===== config.mk =====
export PLATFORM = sky130hd
export DESIGN_NAME = psdsquare
export DESIGN_NICKNAME = d
export VERILOG_FILES = /design/src/rtl/psdsquare.sv
export SDC_FILE = /design/constraint.sdc
export NUM_CORES = 1
export LEC_CHECK = 0
export ABC_AREA = 1
export BUFFER_PORTS_ARGS = -buffer_cell sky130_fd_sc_hd__buf_4
export CAP_MARGIN = 25
export CORE_MARGIN = 2
export CORE_UTILIZATION = 48
export CTS_BUF_LIST = sky130_fd_sc_hd__clkbuf_8
export DETAILED_ROUTE_END_ITERATION = 16
export PLACE_DENSITY = 0.66
export SLEW_MARGIN = 15
export SYNTH_ARGS = -nofsm -noshare
export SYNTH_HDL_FRONTEND = slang
export SYNTH_SLANG_ARGS = --single-unit
export TNS_END_PERCENT = 5

===== constraint.sdc =====
create_clock -name clock -period 2.4 [get_ports clock]
set_input_delay 0.48 -clock clock [delete_from_list [all_inputs] [get_ports clock]]
set_output_delay 0.48 -clock clock [all_outputs]
set_load 0.005 [all_outputs]

===== src/rtl/psdsquare.sv =====
// Sequential shift-add squarer: one multiplier bit per clock, start/busy/done handshake.
// Optional macro PSDSQUARE_EARLY_EN ends a run once the remaining multiplier bits are all zero.
module psdsquare #(
  parameter int MAXBITS = 32
) (
  input  logic                   clock,
  input  logic                   reset,
  input  logic                   start,
  input  logic [5:0]             NBITSIN,
  input  logic [MAXBITS-1:0]     rin,
  output logic [2*MAXBITS-1:0]   square,
  output logic                   busy,
  output logic                   done
);

  localparam int W = 2 * MAXBITS;

  typedef enum logic {IDLE = 1'b0, RUN = 1'b1} state_t;

  state_t             state_r, state_s;
  logic [W-1:0]       acc_r, acc_s, mcand_r, mcand_s, square_s, sum_s;
  logic [MAXBITS-1:0] mplier_r, mplier_s, mask_s, rin_masked_s;
  logic [5:0]         cnt_r, cnt_s, n_s;
  logic               busy_s, done_s, last_s;

  // Operand conditioning and the per-cycle partial-product add
  always_comb begin
    n_s          = (NBITSIN > 6'(MAXBITS)) ? 6'(MAXBITS) : NBITSIN;
    mask_s       = (n_s >= 6'(MAXBITS)) ? {MAXBITS{1'b1}}
                                        : ((MAXBITS'(1) << n_s) - MAXBITS'(1));
    rin_masked_s = rin & mask_s;
    sum_s        = mplier_r[0] ? (acc_r + mcand_r) : acc_r;
`ifdef PSDSQUARE_EARLY_EN
    last_s       = (cnt_r == 6'd1) || ((mplier_r >> 1) == {MAXBITS{1'b0}});
`else
    last_s       = (cnt_r == 6'd1);
`endif
  end

  // Next-state and next-output logic
  always_comb begin
    state_s  = state_r;
    acc_s    = acc_r;
    mcand_s  = mcand_r;
    mplier_s = mplier_r;
    cnt_s    = cnt_r;
    square_s = square;
    busy_s   = busy;
    done_s   = 1'b0;
    case (state_r)
      IDLE: begin
        busy_s = 1'b0;
        if (start) begin
          if (n_s != 6'd0) begin
            mplier_s = rin_masked_s;
            mcand_s  = {{MAXBITS{1'b0}}, rin_masked_s};
            acc_s    = {W{1'b0}};
            cnt_s    = n_s;
            busy_s   = 1'b1;
            state_s  = RUN;
          end else begin
            // Zero-width root: immediate result, no RUN phase
            square_s = {W{1'b0}};
            done_s   = 1'b1;
          end
        end else begin
          state_s = IDLE;
        end
      end
      RUN: begin
        acc_s    = sum_s;
        mcand_s  = mcand_r << 1;
        mplier_s = mplier_r >> 1;
        cnt_s    = cnt_r - 6'd1;
        if (last_s) begin
          square_s = sum_s;
          done_s   = 1'b1;
          busy_s   = 1'b0;
          state_s  = IDLE;
        end else begin
          busy_s   = 1'b1;
        end
      end
      default: begin
        state_s = IDLE;
        busy_s  = 1'b0;
      end
    endcase
  end

  // State and output registers
  always_ff @(posedge clock or negedge reset) begin
    if (!reset) begin
      state_r  <= IDLE;
      acc_r    <= {W{1'b0}};
      mcand_r  <= {W{1'b0}};
      mplier_r <= {MAXBITS{1'b0}};
      cnt_r    <= 6'd0;
      square   <= {W{1'b0}};
      busy     <= 1'b0;
      done     <= 1'b0;
    end else begin
      state_r  <= state_s;
      acc_r    <= acc_s;
      mcand_r  <= mcand_s;
      mplier_r <= mplier_s;
      cnt_r    <= cnt_s;
      square   <= square_s;
      busy     <= busy_s;
      done     <= done_s;
    end
  end

endmodule

==> results.toml <==
[pwr]
powerDensity_mw_per_mm2 = 1520
ir_drop_mv = 0.903
p_leak_uw = 0.0113

[logic_synthesis]
synth_most_common_cell = "nand2_1"
synth_common_cells = "761 x nand2_1, 357 x inv_1, 232 x dfrtp_1, 190 x nor2_1, 184 x nand3_1"
ys_top_cells_by_area = "dfrtp_1 36%, nand2_1 18%, inv_1 8.4%"
synth_edf_count = 0
syn-num-nets = 2502
synthCells = 2394
syn_avg_cell_area_um2 = 6.69
synth_cell_types = 48
syn_area_mm2 = 0.0160
ys_seq_elements = 232
synthFlopType = "dfrtp_1"
synth_top_cell_area_share_pct = 36.2
ys_seq_area_share_pct = 36.2
synth_async_sr_flop_share_pct = 100
synth_warnings = 0
synth_top_area_cell = "dfrtp_1"

[place]
io_buffers = 106
dpl.hpwl_um = 44200
gp_congestion = 0.983
dpl_cell_area_mm2 = 0.0191
dp_cells = 3118

[global_routing]
grt_pass1_wl_um = 89600
grt_pass1_vias = 16300
antenna_found_initial = 0
grt.total_usage_pct = 32.6
grt_overflow = 0
grt_max_degree = 76

[worst_setup_path]
end_kind = "flop"
crit_required_ps = 2860
critPathLaunch = "acc_r[16]$_DFFE_PN0P_"
r2r_start = "acc_r[16]$_DFFE_PN0P_"
crit_fanout = 3
crit_type = "flop to flop"
arrival_ps = 2850
worstSetupStartpointType = "flop"

[cells_and_area]
final_cell_area_mm2 = 0.0213
final_nets = 2838
nFillCells = 3027
stdcell_count = 3205
areaGrowthSynthToFinish_pct = 33.1
drive_above_1_share_pct = 26.6
multi_input_area_mm2 = 0.00979
num_antenna_cells = 0
regArea_mm2 = 0.00581

[job]
cap_violations = 0

[die]
core_mm2 = 0.0327
die_area_mm2 = 0.0349
io_pins = 107
start_util_pct = 49.0
std_cell_rows = 66
die_w_um = 187
die_y_um = 187

[clock_network]
cts.clk_slew.worst_paths_ps = 60
cts.path.max_buffers = 3
cts_buffers = 42
cts_tree = "done"
cts_num_sinks = 232
cts_root_buf = "clkbuf_8"
clk_latency_ps = 610
htree_levels = 2

[sta]
max_slew_margin_pct = 62.5
maxSlewViolCount = 0
skew_ps = 46.9
finalSetupViolCount = 0
hold_viol = 0
fin_crit_ps = 2390
period_share_pct = 99.6
fmax_mhz = 418
worst_slew_pin_slew_ps = 562
rsz0062_at_grt = "true"

[route]
vias = 17200
drtPass1Iterations = 6
wl_per_cell_um = 17.9
post_drt_via_cell_ratio = 5.35
drtIter0Drc = 1503
wirelength_um = 57500
antenna_left = 0
remaining_drc_errors = 0

[hold_path]
min_from = "rin[28]"
hold_path.class = "primary input to flop"

[outcome]
outcome = "completed"
-- worst max-delay path, cell delays in order, from the launching register on --
cell     delay [ps]
dfrtp_2         450
ha_4            290
buf_4           110
nand2_1         130
nor2_2          200
nand2_1          90
buf_4           140
o21ai_0         280
nand2_1         160
nand4_1         100
nand3_1         140
nand2_1          90
o21ai_0          70
-- what timing repair did --
item	CTS	global route
setup endpoints to repair	80	99
resized for setup	59	245
hold buffers	1	0
setup buffers	1	8
hold endpoints to repair	57	0
pin swaps	10	54
-- cells by family after synthesis --
family                   share of synthesized area (%)
AND/OR/NAND/NOR                                   32.9
buffers and inverters                             10.8
AO/OA/AOI/OAI                                     13.7
flip-flops                                        36.2
adder cells (fa/ha/maj)                           5.28
XOR/XNOR                                          1.15
-- stage by stage --
stage / setup TNS [ps] / hold slack (ps) / power [uW] / setup WS (ps) / utilization, %
floorplan: 0 / 184 / 16900 / 241 / -
global placement: -5160 / 464 / 24700 / -275 / 58.3
detailed placement: -7490 / 468 / 25000 / -323 / 58.3
CTS: -115 / 183 / 29700 / -39.4 / 61.8
global route: -1660 / 220 / 34900 / -100 / 65.2
finish: 0 / 216 / 32400 / 9.73 / 65.2
-- area by class of cell --
cell class                 instances  share of cell area, %
multi-input combinational       1722                   45.9
clock inverter                    23                  0.756
tap                              442                   2.59
timing repair buffer             366                   13.6
clock buffer                      54                   3.48
inverter                         366                   6.49
sequential                       232                   27.2
-- sequential cells by signal (all words and copies together), names as in the netlist --
signal	count
acc_r	64
cnt_r	6
done	1
mcand_r	64
mplier_r	32
square	64
state_r	1
-- cell usage in the layout, fill, tap and decap left out, drive strengths merged, types with 2 or more instances in the layout --
cell / netlist / final
nand2: 779 / 779
inv: 366 / 378
buf: 28 / 365
dfrtp: 232 / 232
nor2: 210 / 210
nand3: 185 / 185
o21ai: 156 / 156
a21oi: 136 / 136
ha: 66 / 66
clkbuf: 46 / 54
o22ai: 41 / 41
nand4: 27 / 27
nor3: 27 / 27
o21bai: 22 / 22
o211ai: 17 / 17
xor2: 12 / 12
xnor2: 9 / 9
o221ai: 8 / 8
nand3b: 6 / 6
clkinv: 0 / 6
clkinvlp: 0 / 3
or2: 3 / 3
nor4: 3 / 3
and3: 2 / 2
o2111ai: 2 / 2
o31ai: 2 / 2
a221oi: 2 / 2
o21a: 2 / 2
bufinv: 0 / 2
-- final timing paths --
check / depth (start not counted) / to / slack, ps
min in group asynchronous: 2 / square[7]$_DFFE_PN0P_ / 420
setup reg to reg: 12 / acc_r[34]$_DFFE_PN0P_ / 10
max in group asynchronous: 3 / acc_r[48]$_DFFE_PN0P_ / 1230
hold / removal: 3 / mplier_r[28]$_DFFE_PN0P_ / 220
setup / recovery: 12 / acc_r[34]$_DFFE_PN0P_ / 10
hold reg to reg: 2 / square[57]$_DFFE_PN0P_ / 480
-- power by group --
group | internal [uW] | switching, uW | total (uW)
logic | 9030 | 12200 | 21200
clock network | 2250 | 1760 | 4000
registers | 5680 | 1500 | 7180
-- metal layers --
layer	global-route usage (%)	wire length (um)	vias to the layer above	part of all wire, %
met5	0	0	-	0
met2	48.1	24500	659	43
li1	-	-	8354	-
met3	4.01	4510	74	7.8
met1	50.2	27300	8074	48
met4	8.52	1150	0	2.0
Power figures use the tool's default switching activity.
